### src/rtl/camera_capture_pkg.sv
// Shared types and constants for the camera capture front end.
// FSM encoding, YUV422 byte phases and the luma nibble slice.
package camera_capture_pkg;

   typedef enum logic [1:0] {
      IDLE   = 2'd0,
      SYNC   = 2'd1,
      ACTIVE = 2'd2
   } cap_state_t;

   localparam logic PHASE_Y = 1'b0;
   localparam logic PHASE_C = 1'b1;

   localparam int LUMA_HI = 7;
   localparam int LUMA_LO = 4;

endpackage

### src/rtl/sync_edge_detect.sv
// Single-bit input register with rise/fall detection.
// Edges compare the registered sample against the previous one.
module sync_edge_detect (
   input  logic clk,
   input  logic rst,
   input  logic d,
   output logic q,
   output logic rise,
   output logic fall
);

   logic q_d;

   // capture the input once, keep one cycle of history for edges
   always_ff @(posedge clk or posedge rst) begin
      if (rst) begin
         q   <= 1'b0;
         q_d <= 1'b0;
      end else begin
         q   <= d;
         q_d <= q;
      end
   end

   assign rise = q & ~q_d;
   assign fall = ~q & q_d;

endmodule

### src/rtl/camera_capture.sv
// Captures the luma of a YUV422 camera stream into a frame buffer.
// Writes one 4-bit pixel per Y byte, raster addressed from 0.
module camera_capture
   import camera_capture_pkg::*;
#(
   parameter int RESOLUTION_WIDTH  = 640,
   parameter int RESOLUTION_HEIGHT = 480
) (
   input  logic pclk,
   input  logic rst,
   input  logic cam_vsync,
   input  logic cam_href,
   input  logic [7:0] cam_data,
   output logic w_clk,
   output logic [$clog2(RESOLUTION_WIDTH*RESOLUTION_HEIGHT):0] w_addr,
   output logic [3:0] w_data,
   output logic w_en,
   output logic [$clog2(RESOLUTION_WIDTH):0] pixel_x,
   output logic [$clog2(RESOLUTION_HEIGHT):0] pixel_y,
   output logic frame_done,
   output logic line_err
);

   localparam int AW = $clog2(RESOLUTION_WIDTH*RESOLUTION_HEIGHT) + 1;
   localparam int XW = $clog2(RESOLUTION_WIDTH) + 1;
   localparam int YW = $clog2(RESOLUTION_HEIGHT) + 1;

   localparam logic [XW-1:0] W_X  = XW'(RESOLUTION_WIDTH);
   localparam logic [XW-1:0] W_X1 = XW'(RESOLUTION_WIDTH + 1);
   localparam logic [YW-1:0] H_Y  = YW'(RESOLUTION_HEIGHT);
   localparam logic [AW-1:0] W_A  = AW'(RESOLUTION_WIDTH);

   logic vs_q;
   logic vs_rise;
   logic vs_fall;
   logic hr_q;
   logic hr_rise;
   logic hr_fall;
   logic [7:0] data_q;
   logic unused_chroma_bits;

   cap_state_t state;
   logic phase;
   logic [XW-1:0] x_cnt;
   logic [YW-1:0] y_line;
   logic [AW-1:0] line_base;

   logic [XW-1:0] col;
   logic [XW-1:0] x_next;
   logic is_y;
   logic in_bounds;

   assign w_clk = pclk;

   sync_edge_detect u_vsync (
      .clk  (pclk),
      .rst  (rst),
      .d    (cam_vsync),
      .q    (vs_q),
      .rise (vs_rise),
      .fall (vs_fall)
   );

   sync_edge_detect u_href (
      .clk  (pclk),
      .rst  (rst),
      .d    (cam_href),
      .q    (hr_q),
      .rise (hr_rise),
      .fall (hr_fall)
   );

   // data is aligned with the registered href/vsync samples
   always_ff @(posedge pclk or posedge rst) begin
      if (rst) begin
         data_q <= '0;
      end else begin
         data_q <= cam_data;
      end
   end

   assign unused_chroma_bits = ^data_q[LUMA_LO-1:0];

   // first Y byte of a line is column 0 regardless of the old count;
   // count saturates one past the width so long lines stay detectable
   assign col       = hr_rise ? '0 : x_cnt;
   assign x_next    = (col == W_X1) ? col : col + XW'(1);
   assign is_y      = hr_q && (phase == PHASE_Y);
   assign in_bounds = (col < W_X) && (y_line < H_Y);

   // frame sequencing, line bookkeeping and registered write port
   always_ff @(posedge pclk or posedge rst) begin
      if (rst) begin
         state      <= IDLE;
         phase      <= PHASE_Y;
         x_cnt      <= '0;
         y_line     <= '0;
         line_base  <= '0;
         w_en       <= 1'b0;
         w_data     <= '0;
         w_addr     <= '0;
         pixel_x    <= '0;
         pixel_y    <= '0;
         frame_done <= 1'b0;
         line_err   <= 1'b0;
      end else begin
         w_en       <= 1'b0;
         frame_done <= 1'b0;
         line_err   <= 1'b0;

         if (hr_q) begin
            phase <= (phase == PHASE_Y) ? PHASE_C : PHASE_Y;
         end else begin
            phase <= PHASE_Y;
         end

         unique case (state)
            IDLE: begin
               if (vs_q) begin
                  state <= SYNC;
               end
            end

            SYNC: begin
               if (vs_fall) begin
                  state     <= ACTIVE;
                  w_addr    <= '0;
                  x_cnt     <= '0;
                  y_line    <= '0;
                  line_base <= '0;
               end
            end

            ACTIVE: begin
               if (vs_rise) begin
                  state      <= SYNC;
                  frame_done <= 1'b1;
               end else begin
                  if (is_y) begin
                     x_cnt <= x_next;
                     if (in_bounds) begin
                        w_en    <= 1'b1;
                        w_data  <= data_q[LUMA_HI:LUMA_LO];
                        w_addr  <= line_base + AW'(col);
                        pixel_x <= col;
                        pixel_y <= y_line;
                     end
                  end
                  if (hr_fall) begin
                     if (x_cnt != '0 && y_line != H_Y) begin
                        y_line    <= y_line + YW'(1);
                        line_base <= line_base + W_A;
                     end
                     if (x_cnt != W_X) begin
                        line_err <= 1'b1;
                     end
                  end
               end
            end

            default: begin
               state <= IDLE;
            end
         endcase
      end
   end

endmodule

### config.mk
export PLATFORM = sky130hd
export DESIGN_NAME = camera_capture
export DESIGN_NICKNAME = d
export VERILOG_FILES = /design/src/rtl/camera_capture_pkg.sv /design/src/rtl/sync_edge_detect.sv /design/src/rtl/camera_capture.sv
export SDC_FILE = /design/constraint.sdc
export NUM_CORES = 1
export LEC_CHECK = 0
export BUFFER_PORTS_ARGS = -buffer_cell sky130_fd_sc_hd__buf_2
export CAP_MARGIN = 20
export CORE_AREA = 2 2 105 107
export DETAILED_ROUTE_END_ITERATION = 8
export DIE_AREA = 0 0 107 109
export HOLD_SLACK_MARGIN = 0.08
export PLACE_DENSITY = 0.64
export SLEW_MARGIN = 20
export SYNTH_ARGS = -nofsm -noshare
export SYNTH_HDL_FRONTEND = slang
export SYNTH_SLANG_ARGS = --single-unit
### constraint.sdc
create_clock -name pclk -period 4.2 [get_ports pclk]
set_clock_uncertainty 0.2 [all_clocks]
set_input_delay 0.63 -clock pclk [delete_from_list [all_inputs] [get_ports pclk]]
set_output_delay 0.63 -clock pclk [all_outputs]
set_load 0.005 [all_outputs]
==> results, run 1 <==
- The worst setup path is launched from a flip-flop.
- The post-detailed-placement half-perimeter wirelength is 7210 um.
- Max-cap violations in this run came to 0.
- Dividing the detail-routed wire length by the instance count gives 15.7 um.
- The starting utilization of the core area is 43.7%.
- The path category of the worst min-delay check is flip-flop to flip-flop.
- The run finished with clean final reports.
- The synthesized design contains 93 register bits.
- The number of hold-slack violations in the final timing report came to 0.
- The proportion of synthesized chip area in sequential cells is 50.2%.
- The post-synthesis net count is 473.
- The area fraction of the dominant cell type after synthesis is 50.2%.
- The total overflow reported by the global router is 0.
- The global-route wire length before repair is 17300 um.
- The number of buffers inserted by hold repair at cts is 7.
- The critical path in this run is classified as flip-flop to flip-flop.
- The length of the first detailed-routing pass in iterations is 4.
- The total die area is 0.0117 mm2.
- The post-layout minimum cycle time is 3.32 ns.
- The worst-path maximum fanout is 14.
- The number of setup buffers added after CTS is 0.
- The number of flops mapped to enable cells by yosys is 0.
- For the final routed database, the setup TNS stands at 0 ns.
- The number of cell instances on the worst register-to-register path is 9.
- The worst flop-to-flop path endpoint is w_addr[16]$_DFFE_PP0P_.
- For this run, design rule violations remaining after detail routing come to 0.
- Across the VDD grid, the largest voltage drop is 227 uV.
- Ranked by total cell area, the synthesized netlist is headed by sky130_fd_sc_hd__dfrtp_1 (50%), sky130_fd_sc_hd__mux2_2 (4.4%), sky130_fd_sc_hd__xnor2_1 (4.2%).
- The setup slack on the worst flop-to-flop path is 0.88 ns.
- The hold slack is 0.229 ns.
- Yosys printed 0 warnings.
- The required time of the critical path is 4.42 ns.
- The clock latency on the worst-skew pair is 0.49 ns.
- The core area is 0.0106 mm2.
- Of all cell types, the one taking the most synthesized area is sky130_fd_sc_hd__dfrtp_1.
- Setup repair after global routing left no endpoint under its margin.
- Post-CTS repair changed the size of 0 cells.
- The critical path endpoint category is a flip-flop.
- The final routed wirelength across all metal layers is 10200 um.
- The combined area of all synthesized cells is 0.00463 mm2.
- The area growth from synthesis to layout is 15.6%.
- The CTS tree is done.
- Clock-pin slew was measured on the worst setup and hold paths at 0.09 ns.
- Across every metal layer, demand over resource in global routing totals 19.0%.
- The remaining number of nets flagged by the antenna check after routing is 0.
- The most used flip-flop cell after synthesis is sky130_fd_sc_hd__dfrtp_1.
- In the post-synthesis netlist, the cell with the most instances is sky130_fd_sc_hd__dfrtp_1.
- In the final design database the tool counted 530 nets.
- The overall via count from detail_route is 3702.
- The post-route netlist has 20.7% of its cells at a drive strength greater than 1.
- The utilization after layout is 50.5%.
- The antenna diode count is 0.
- Counting every instance in the synthesized netlist gives 449.
- The initial antenna violation count is 0.
- The leakage power figure is 2.49 nW.
- The count of input and output buffers is 56.
- The part of the cycle the worst path needs is 79.0%.
- The async set or reset register ratio after synthesis is 100%.
- Along the worst hold path, the cell count comes to 0.
- The largest net degree at the start of global routing is 52.
- The die height is 109 um.
- The worst min-delay path startpoint is u_vsync.q$_DFF_PP0_.
- The number of I/O pins is 61.
- The average size of a mapped cell is 10.3 um2.
- After detailed routing, the number of vias per cell comes to 5.69.
- The path with the worst hold slack has its endpoint at u_vsync.q_d$_DFF_PP0_.
- The number of cell rows is 38.
- The data arrival time of the worst path is 3.54 ns.
- In this run, distinct cell masters in the synthesized netlist total 55.
- The die is 107 um wide.
- The via count of the first global-routing pass was 3582.
- The setup-violating endpoint count in the final report is 0.
- The number of DRC markers in iteration 0 is 183.
- In this run the tightest slew margin relative to its limit is 53.4%.
- Sorting the synthesized cells by how often they occur yields sky130_fd_sc_hd__dfrtp_1 (93), sky130_fd_sc_hd__nand3_1 (36), sky130_fd_sc_hd__nand2_1 (24).
- For this run, the top clock speed supported by timing is 0.302 GHz.
- For this design the ratio of total power to cell area is 415 mW/mm2.
- Fill cells in the final layout number 1004.
- The startpoint identified for the worst register-to-register timing path is u_href.q_d$_DFF_PP0_.
- The worst-margin pin slew is 0.692 ns.
- The weighted congestion at the end of routability-driven global placement is 0.917.
- The final max-slew violation count is 0.
how the worst max path moves through the flow:
stage	to	cells after the start	slack (ns)	start
after floorplan	data_q[4]$_DFF_PP0_	1	0.95	rst
after global placement	w_addr[18]$_DFFE_PP0P_	9	0.99	u_href.q_d$_DFF_PP0_
after detailed placement	w_addr[18]$_DFFE_PP0P_	9	0.98	u_href.q_d$_DFF_PP0_
after CTS	w_clk	3	0.92	pclk
after global routing	w_addr[16]$_DFFE_PP0P_	9	0.61	u_href.q_d$_DFF_PP0_
final	w_addr[16]$_DFFE_PP0P_	9	0.88	u_href.q_d$_DFF_PP0_
layout by cell type (no fill, tap or decap), types with 10 or more instances in the layout:
cell                        n
sky130_fd_sc_hd__nand3_1   36
sky130_fd_sc_hd__ha_1      12
sky130_fd_sc_hd__xnor2_1   22
sky130_fd_sc_hd__buf_4     10
sky130_fd_sc_hd__nor4_1    15
sky130_fd_sc_hd__buf_2     56
sky130_fd_sc_hd__clkbuf_8  13
sky130_fd_sc_hd__o21ai_0   18
sky130_fd_sc_hd__a22o_1    18
sky130_fd_sc_hd__a21oi_1   17
sky130_fd_sc_hd__nand2_1   24
sky130_fd_sc_hd__nor2_1    18
sky130_fd_sc_hd__mux2_2    18
sky130_fd_sc_hd__dfrtp_1   93
sky130_fd_sc_hd__inv_1     21
layer usage:
metal	vias up	share of wire [%]	track usage (%)
met5	-	0	0
met4	0	1.6	8.53
met3	18	4.6	4.00
met2	86	49	31.4
met1	1829	45	24.0
li1	1769	-	-
per-stage QoR:
stage	cell area [um2]	std cells	worst slack (ns)	power, mW
floorplan	4630	449	0.950	1.40
CTS	5360	651	0.925	2.25
finish	5360	651	0.883	2.22
global placement	5050	625	0.995	1.57
global route	5360	651	0.608	2.35
detailed placement	5050	625	0.975	1.58
kinds of logic after synthesis:
family / synth area share [%]
multiplexers: 4.38
AND/OR/NAND/NOR: 17.6
AO/OA/AOI/OAI: 15.7
XOR/XNOR: 4.35
adder cells (fa/ha/maj): 3.24
other: 0.0810
flip-flops: 50.2
buffers and inverters: 4.43
critical path, cell delays in order (launching register included):
cell and delay (ns):
sky130_fd_sc_hd__dfrtp_1 0.41, sky130_fd_sc_hd__nand2b_1 0.41, sky130_fd_sc_hd__buf_4 0.26, sky130_fd_sc_hd__and2_1 0.23
sky130_fd_sc_hd__ha_1 0.20, sky130_fd_sc_hd__a21oi_1 0.11, sky130_fd_sc_hd__o21ai_1 0.48, sky130_fd_sc_hd__a21oi_1 0.28
sky130_fd_sc_hd__or4b_1 0.57, sky130_fd_sc_hd__nand3_1 0.09
report_power, final:
group	internal (mW)	total, mW	switching (mW)
sequential	0.947	0.985	0.0380
combinational	0.177	0.569	0.393
clock	0.309	0.667	0.359
total	1.43	2.22	0.789
flip-flops by register name, indices dropped and copies added (netlist names), 2 cells and up:
register	cells
w_data	4
x_cnt	11
line_base	13
pixel_y	10
y_line	10
state	2
pixel_x	11
data_q	4
w_addr	20
area by class of cell:
class                      instances  area, um2  area share [%]
clock buffer                      14        184            3.43
sequential                        93       2330            43.4
clock inverter                     6       52.6           0.981
timing repair buffer              72        420            7.85
inverter                          22       83.8            1.57
tap                              140        175            3.27
multi-input combinational        304       2110            39.5
Power figures use the tool's default switching activity.
==> run 2, diff against run 1 <==
==> constraint.sdc (replaced) <==
create_clock -name pclk -period 3.5 [get_ports pclk]
set_clock_uncertainty 0.2 [all_clocks]
set_input_delay 0.525 -clock pclk [delete_from_list [all_inputs] [get_ports pclk]]
set_output_delay 0.525 -clock pclk [all_outputs]
set_load 0.005 [all_outputs]
==> results, run 2 (synthesized netlist as in run 1, its figures left out) <==
- The run finished with clean final reports.
- Once detail routing completed, the nets flagged for antenna violations numbered 0.
- Setup violations remaining at the end of the flow were counted as 0.
- The critical path in this run is classified as flip-flop to flip-flop.
- The delay contributed by the slowest stage of the critical path is 0.57 ns.
- The path with the worst hold slack has its endpoint at u_vsync.q_d$_DFF_PP0_.
- In this run the worst path has a maximum fanout of 8.
- In the routed layout, each cell is associated on average with a via count of 5.71.
- The clock-pin slew reported for the worst setup and hold paths after clock tree synthesis is 0.10 ns.
- The worst flop-to-flop path endpoint is w_addr[16]$_DFFE_PP0P_.
- Derived from the worst setup path, the maximum achievable clock frequency is 0.332 GHz.
- The die is 109 um tall.
- The min-delay analysis places its worst path in the category flip-flop to flip-flop.
- The clock latency on the worst-skew pair is 0.49 ns.
- In this run the horizontal extent of the chip is 107 um.
- Counting instances, the worst hold path has a depth of 0.
- The first TritonRoute pass finished after 5 iterations.
- The detailed router placed 3720 vias in this run.
- The worst-margin pin slew is 0.733 ns.
- Global routing used 19.3% of the available tracks across all layers.
- In this run switching power makes up 36.3% of total power.
- The design draws 2.67 mW.
- The number of hold-slack violations in the final timing report came to 0.
- Pin placement for this block handled 61 I/O pins.
- The initial antenna violation count is 0.
- The flip-flop count of the largest register, all copies and words added is 20.
- The number of nets in the finished design is 530.
- At the worst endpoint, the arrival time is 3.24 ns.
- Traced cell by cell, the critical path runs through nand2b_1 -> and2_1 -> ha_1 -> a21oi_1 -> o21ai_1 -> a21oi_1 -> or4b_1 -> nand3_1.
- The number of cell rows is 38.
- The average wire per cell in the routed design is 15.8 um.
- The worst vdd rail ir drop is 263 uV.
- The leading cell type in the layout, fill and taps excluded is sky130_fd_sc_hd__dfrtp_1.
- The critical path endpoint category is a flip-flop.
- The top cell types in the final layout, fill and taps aside, are sky130_fd_sc_hd__dfrtp_1 (93), sky130_fd_sc_hd__buf_2 (56), sky130_fd_sc_hd__nand3_1 (36).
- The final max-slew violation count was 0.
- The worst-case headroom to the max-slew limit is 50.6%.
- The global-route wire length before repair is 17700 um.
- The number of cell instances on the worst register-to-register path is 8.
- The cell type of the slowest stage on the worst timing path is sky130_fd_sc_hd__or4b_1.
- The total die area is 0.0117 mm2.
- After layout, the worst path uses 86.0% of the clock period.
- The internal portion of the total power is 1.70 mW.
- Setup repair after global routing left no endpoint under its margin.
- The detailed-route DRC error count is 0.
- In this run the power density over the cells is 498 mW/mm2.
- The number of fillers in the final layout is 979.
- The switching power summed over all nets is 0.972 mW.
- TritonCTS built the clock tree.
- The analysis attributes to cell leakage a power of 2.49 nW.
- The via count of the first global-routing pass was 3646.
- The number of antenna diodes in the final layout is 0.
- Among the stages of the critical path, the cell type that occurs most often is sky130_fd_sc_hd__a21oi_1.
- Of the total power, registers draw 44.2%.
- The worst setup path is launched from a flip-flop.
- After global routing the overflow that remains totals 0.
- The number of DRC markers in iteration 0 is 216.
- In the final layout, the registers with the most flip-flops are w_addr x20, line_base x13.
- The fraction of layout instances using a drive strength above 1 is 20.7%.
- Routability-driven placement finished with a final weighted congestion of 0.864.
- The core area is 0.0106 mm2.
- The startpoint identified for the worst register-to-register timing path is u_href.q_d$_DFF_PP0_.
- The worst min-delay path startpoint is u_vsync.q$_DFF_PP0_.
- The share of total power dissipated in combinational logic is 25.6%.
- Across all hold checks on the routed design, the worst slack comes to 0.248 ns.
- Entering global routing, the biggest net connects 58 pins.
- For this block, the routed nets add up to 10300 um of wire.
- The number of setup buffers added after CTS is 0.
- The number of maximum-capacitance violations is 0.
- The clock network is responsible for 30.2% of the overall power.
- The setup slack on the worst flop-to-flop path is 0.49 ns.
- Counting I/O delays and the setup requirement, the final critical path takes 3.01 ns.
- For the final routed database, the setup TNS stands at 0 ns.
- The starting utilization of the core area is 43.7%.
- At the worst endpoint, the required time is 3.73 ns.
- Summed over all nets, the half-perimeter wirelength after detailed placement is 7010 um.
- Compared with the post-synthesis result, the final layout area differs by 15.9%.
- In this run the tool buffered the top-level ports with 56 buffer cells.
- The register with the most flip-flops is w_addr.
[run 2: cell types whose count changed in the layout (fill, tap and decap cells not counted), sizes merged]
cell      delta
clkinvlp     +1
clkbuf       -1
[run 2: worst max-delay path by stage]
| stage | startpoint | end | slack [ns] | cells past startpoint |
|---|---|---|---|---|
| detailed placement | u_href.q_d$_DFF_PP0_ | w_addr[16]$_DFFE_PP0P_ | 0.52 | 8 |
| global placement | u_href.q_d$_DFF_PP0_ | w_addr[18]$_DFFE_PP0P_ | 0.60 | 8 |
| CTS | u_href.q_d$_DFF_PP0_ | w_addr[16]$_DFFE_PP0P_ | 0.49 | 8 |
| floorplan | rst | data_q[4]$_DFF_PP0_ | 0.35 | 1 |
| finish | u_href.q_d$_DFF_PP0_ | w_addr[16]$_DFFE_PP0P_ | 0.49 | 8 |
| global route | u_href.q_d$_DFF_PP0_ | w_addr[14]$_DFFE_PP0P_ | 0.29 | 8 |
[run 2: power groups by stage]
| stage | sequential, mW | combinational, mW | clock (mW) |
|---|---|---|---|
| floorplan | 1.20 | 0.461 | 0.0185 |
| global placement | 1.20 | 0.664 | 0.0124 |
| detailed placement | 1.20 | 0.683 | 0.0124 |
| CTS | 1.18 | 0.690 | 0.830 |
| global route | 1.19 | 0.774 | 0.883 |
| finish | 1.18 | 0.684 | 0.807 |
[run 2: area by class of cell]
cell class / count / area (um2) / area share (%)
Inverter: 22 / 83.8 / 1.56
Clock buffer: 13 / 170 / 3.17
Multi-Input combinational cell: 304 / 2110 / 39.4
Tap cell: 140 / 175 / 3.26
Sequential cell: 93 / 2330 / 43.4
Clock inverter: 7 / 65.1 / 1.21
Timing Repair Buffer: 72 / 433 / 8.07
[run 2: metrics by stage]
step / utilization, % / instances / setup WS, ns / instance area, um2
after floorplan: - / 449 / 0.355 / 4630
after global placement: 47.8 / 625 / 0.602 / 5070
after detailed placement: 47.8 / 625 / 0.516 / 5070
after CTS: 50.6 / 651 / 0.494 / 5370
after global routing: 50.6 / 651 / 0.292 / 5370
final: 50.6 / 651 / 0.491 / 5370
[run 2: layer usage]
| metal | GRT usage, % | vias up | wire length [um] |
|---|---|---|---|
| met4 | 8.35 | 0 | 133 |
| li1 | - | 1760 | - |
| met2 | 31.0 | 100 | 4920 |
| met1 | 25.2 | 1843 | 4810 |
| met3 | 4.36 | 17 | 450 |
| met5 | 0 | - | 0 |
[run 2: worst max-delay path: cells and delay by family (launching register included)]
kind,cells,cell delay [ns]
AND/OR/NAND/NOR,4,1.08
AO/OA/AOI/OAI,3,0.89
flip-flops,1,0.42
adder cells (fa/ha/maj),1,0.35
[run 2: repair_timing]
item,in CTS,in global routing
gates resized for setup,0,0
hold buffers,7,0
hold endpoints to repair,42,0
==> run 3, diff against run 2 <==
--- a/config.mk
+++ b/config.mk
@@ -7,11 +7,11 @@
 export LEC_CHECK = 0
 export BUFFER_PORTS_ARGS = -buffer_cell sky130_fd_sc_hd__buf_2
 export CAP_MARGIN = 20
-export CORE_AREA = 2 2 105 107
+export CORE_AREA = 2 2 128 130
 export DETAILED_ROUTE_END_ITERATION = 8
-export DIE_AREA = 0 0 107 109
+export DIE_AREA = 0 0 130 132
 export HOLD_SLACK_MARGIN = 0.08
-export PLACE_DENSITY = 0.64
+export PLACE_DENSITY = 0.46
 export SLEW_MARGIN = 20
 export SYNTH_ARGS = -nofsm -noshare
 export SYNTH_HDL_FRONTEND = slang
==> results, run 3 (synthesized netlist as in run 1, its figures left out) <==
- The share of power burned in combinational logic is 23.0%.
- The largest registers in the layout are w_addr x20, line_base x13.
- Post-CTS timing repair inserted 0 buffers for setup.
- The cell type of the slowest stage on the worst timing path is sky130_fd_sc_hd__or4_1.
- The worst-case headroom to the max-slew limit is 53.8%.
- The required time of the critical path is 3.68 ns.
- Internal power comes to 2.08 mW.
- The pre-antenna-repair detailed-routing pass consisted of 4 iterations.
- The first global-routing pass estimated 19000 um of wire.
- The analysis attributes to net switching a power of 0.978 mW.
- The number of cell rows is 46.
- After the last flow step, the layout net total stands at 533.
- For this design the top-level I/O count stands at 61.
- After detailed routing, the average wire length per cell comes to 15.6 um.
- The leading cell type in the layout, fill and taps excluded is sky130_fd_sc_hd__dfrtp_1.
- The register with the most flip-flops in the layout has 20 of them.
- The die covers 0.0172 mm2.
- Setup repair after global routing left no endpoint under its margin.
- Max-cap violations in this run came to 0.
- The analysis attributes to cell leakage a power of 2.57 nW.
- The worst-margin pin slew is 0.685 ns.
- The path category of the worst min-delay check is flip-flop to flip-flop.
- Along the worst path, the maximum fanout reaches 15.
- The worst-case IR drop observed on VDD is 301 uV.
- The synthesis-to-finish area growth is 21.4%.
- After clock tree synthesis, the clock-pin slew on the worst setup and hold paths is 0.06 ns.
- The number of DRC markers in iteration 0 is 265.
- For this run, design rule violations remaining after detail routing come to 0.
- Once the clock tree was built, the resizer swapped 0 gates to a different size.
- In this run, the clock network consumes 38.2% of the power.
- The switching power share of the total is 32.0%.
- The initial utilization of the core area, before any placement, comes to 29.5%.
- The flow ran to the end, and the final reports show no timing, DRC or antenna violations.
- The weighted congestion at the end of routability-driven global placement is 0.803.
- Global routing finished with a remaining overflow of 0.
- The class of the most critical setup path is flip-flop to flip-flop.
- STA classifies the critical path startpoint as a flip-flop.
- In the finished design, the share of the clock period the worst path needs comes to 81.6%.
- The register with the most flip-flops in the final layout is w_addr.
- The clock latency on the worst-skew pair is 0.46 ns.
- The critical path goes through nand2b_1 -> buf_4 -> and2_1 -> ha_1 -> inv_1 -> nor4_1 -> buf_4 -> nand3_1 -> or4_1 -> o211ai_1.
- The total design power is 3.06 mW.
- The total power density per cell area is 544 mW/mm2.
- The most numerous cell type found on the critical path is sky130_fd_sc_hd__buf_4.
- The post-detailed-placement half-perimeter wirelength is 7870 um.
- In this run the remaining antenna-violating nets after routing total 0.
- The largest single stage delay on the critical path is 0.47 ns.
- The initial antenna violation count is 0.
- The final max-slew violation count is 0.
- The fraction of layout instances using a drive strength above 1 is 20.7%.
- The achievable clock frequency is 0.350 GHz.
- The post-layout minimum cycle time is 2.85 ns.
- The final sum of negative setup slack is 0 ns.
- 0 antenna diodes ended up in the layout.
- The via count normalized by instance count is 5.02.
- In the layout the commonest cells are sky130_fd_sc_hd__dfrtp_1 (93), sky130_fd_sc_hd__buf_2 (56), sky130_fd_sc_hd__nand3_1 (36).
- The final routed wirelength across all metal layers is 11400 um.
- Summing over every cut layer, the via total after detailed routing is 3660.
- Input and output buffers added on the ports amount to 56.
- The die height is 132 um.
- The portion of total power attributed to sequential cells is 38.8%.
- STA puts the critical path data arrival time at 3.04 ns.
- The count of buffering cells on the critical path with inverters included is 3.
- The core region is 0.0157 mm2.
- Entering global routing, the biggest net connects 53 pins.
- The CTS tree is done.
- The number of hold-slack violations in the final timing report is 0.
- The via count of the first global-routing pass is 3676.
- The global routing usage summed across all routing layers is 14.3%.
- The setup-violating endpoint count in the final report is 0.
- STA classifies the critical path endpoint as a flip-flop.
- The family with the most delay on the worst path is simple AND/OR/NAND/NOR gates.
- Measured along the x axis, the die boundary spans 130 um.
[run 3: timing repair]
item,4_1_cts,5_1_grt
hold endpoints to repair,57,0
setup endpoints to repair,0,0
hold buffers,7,0
[run 3: final cells by class]
cell class,instances,area (um2)
fillers,1602,10100
clock buffers,16,327
clock inverters,3,46.3
flip-flops and latches,93,2330
inverters,22,85.1
well taps,216,270
multi-input cells,304,2110
repair buffers,75,455
[run 3: worst paths after layout]
kind	startpoint	end	slack (ns)	cells past startpoint
max	u_href.q$_DFF_PP0_	x_cnt[10]$_DFFE_PP0P_	0.65	10
min reg2reg	u_vsync.q$_DFF_PP0_	u_vsync.q_d$_DFF_PP0_	0.23	0
max reg2reg	u_href.q$_DFF_PP0_	x_cnt[10]$_DFFE_PP0P_	0.65	10
min	u_vsync.q$_DFF_PP0_	u_vsync.q_d$_DFF_PP0_	0.23	0
min in group asynchronous	rst	w_data[3]$_DFFE_PP0P_	0.53	3
max in group asynchronous	rst	w_addr[2]$_DFFE_PP0P_	1.91	4
[run 3: through the flow]
stage	instance area [um2]	worst slack, ns	utilization (%)	hold WS (ns)	std cells
2_1_floorplan	4630	0.355	-	0.179	449
3_3_place_gp	5190	0.603	33.0	0.207	704
3_5_place_dp	5190	0.615	33.0	0.211	704
4_1_cts	5620	0.615	35.8	0.233	729
5_1_grt	5620	0.394	35.8	0.258	729
6_report	5620	0.645	35.8	0.233	729
[run 3: power by group through the flow]
stage | Combinational, mW | Sequential [mW] | Clock (mW)
CTS | 0.721 | 1.19 | 1.21
global route | 0.787 | 1.20 | 1.26
detailed placement | 0.713 | 1.20 | 0.0124
finish | 0.703 | 1.19 | 1.17
global placement | 0.703 | 1.20 | 0.0124
floorplan | 0.461 | 1.20 | 0.0185
[run 3: layer usage]
| metal | routed length (um) | track usage, % | vias up |
|---|---|---|---|
| li1 | - | - | 1773 |
| met1 | 5270 | 18.5 | 1799 |
| met2 | 5440 | 22.7 | 72 |
| met3 | 521 | 4.38 | 16 |
| met4 | 161 | 4.66 | 0 |
| met5 | 0 | 0 | - |
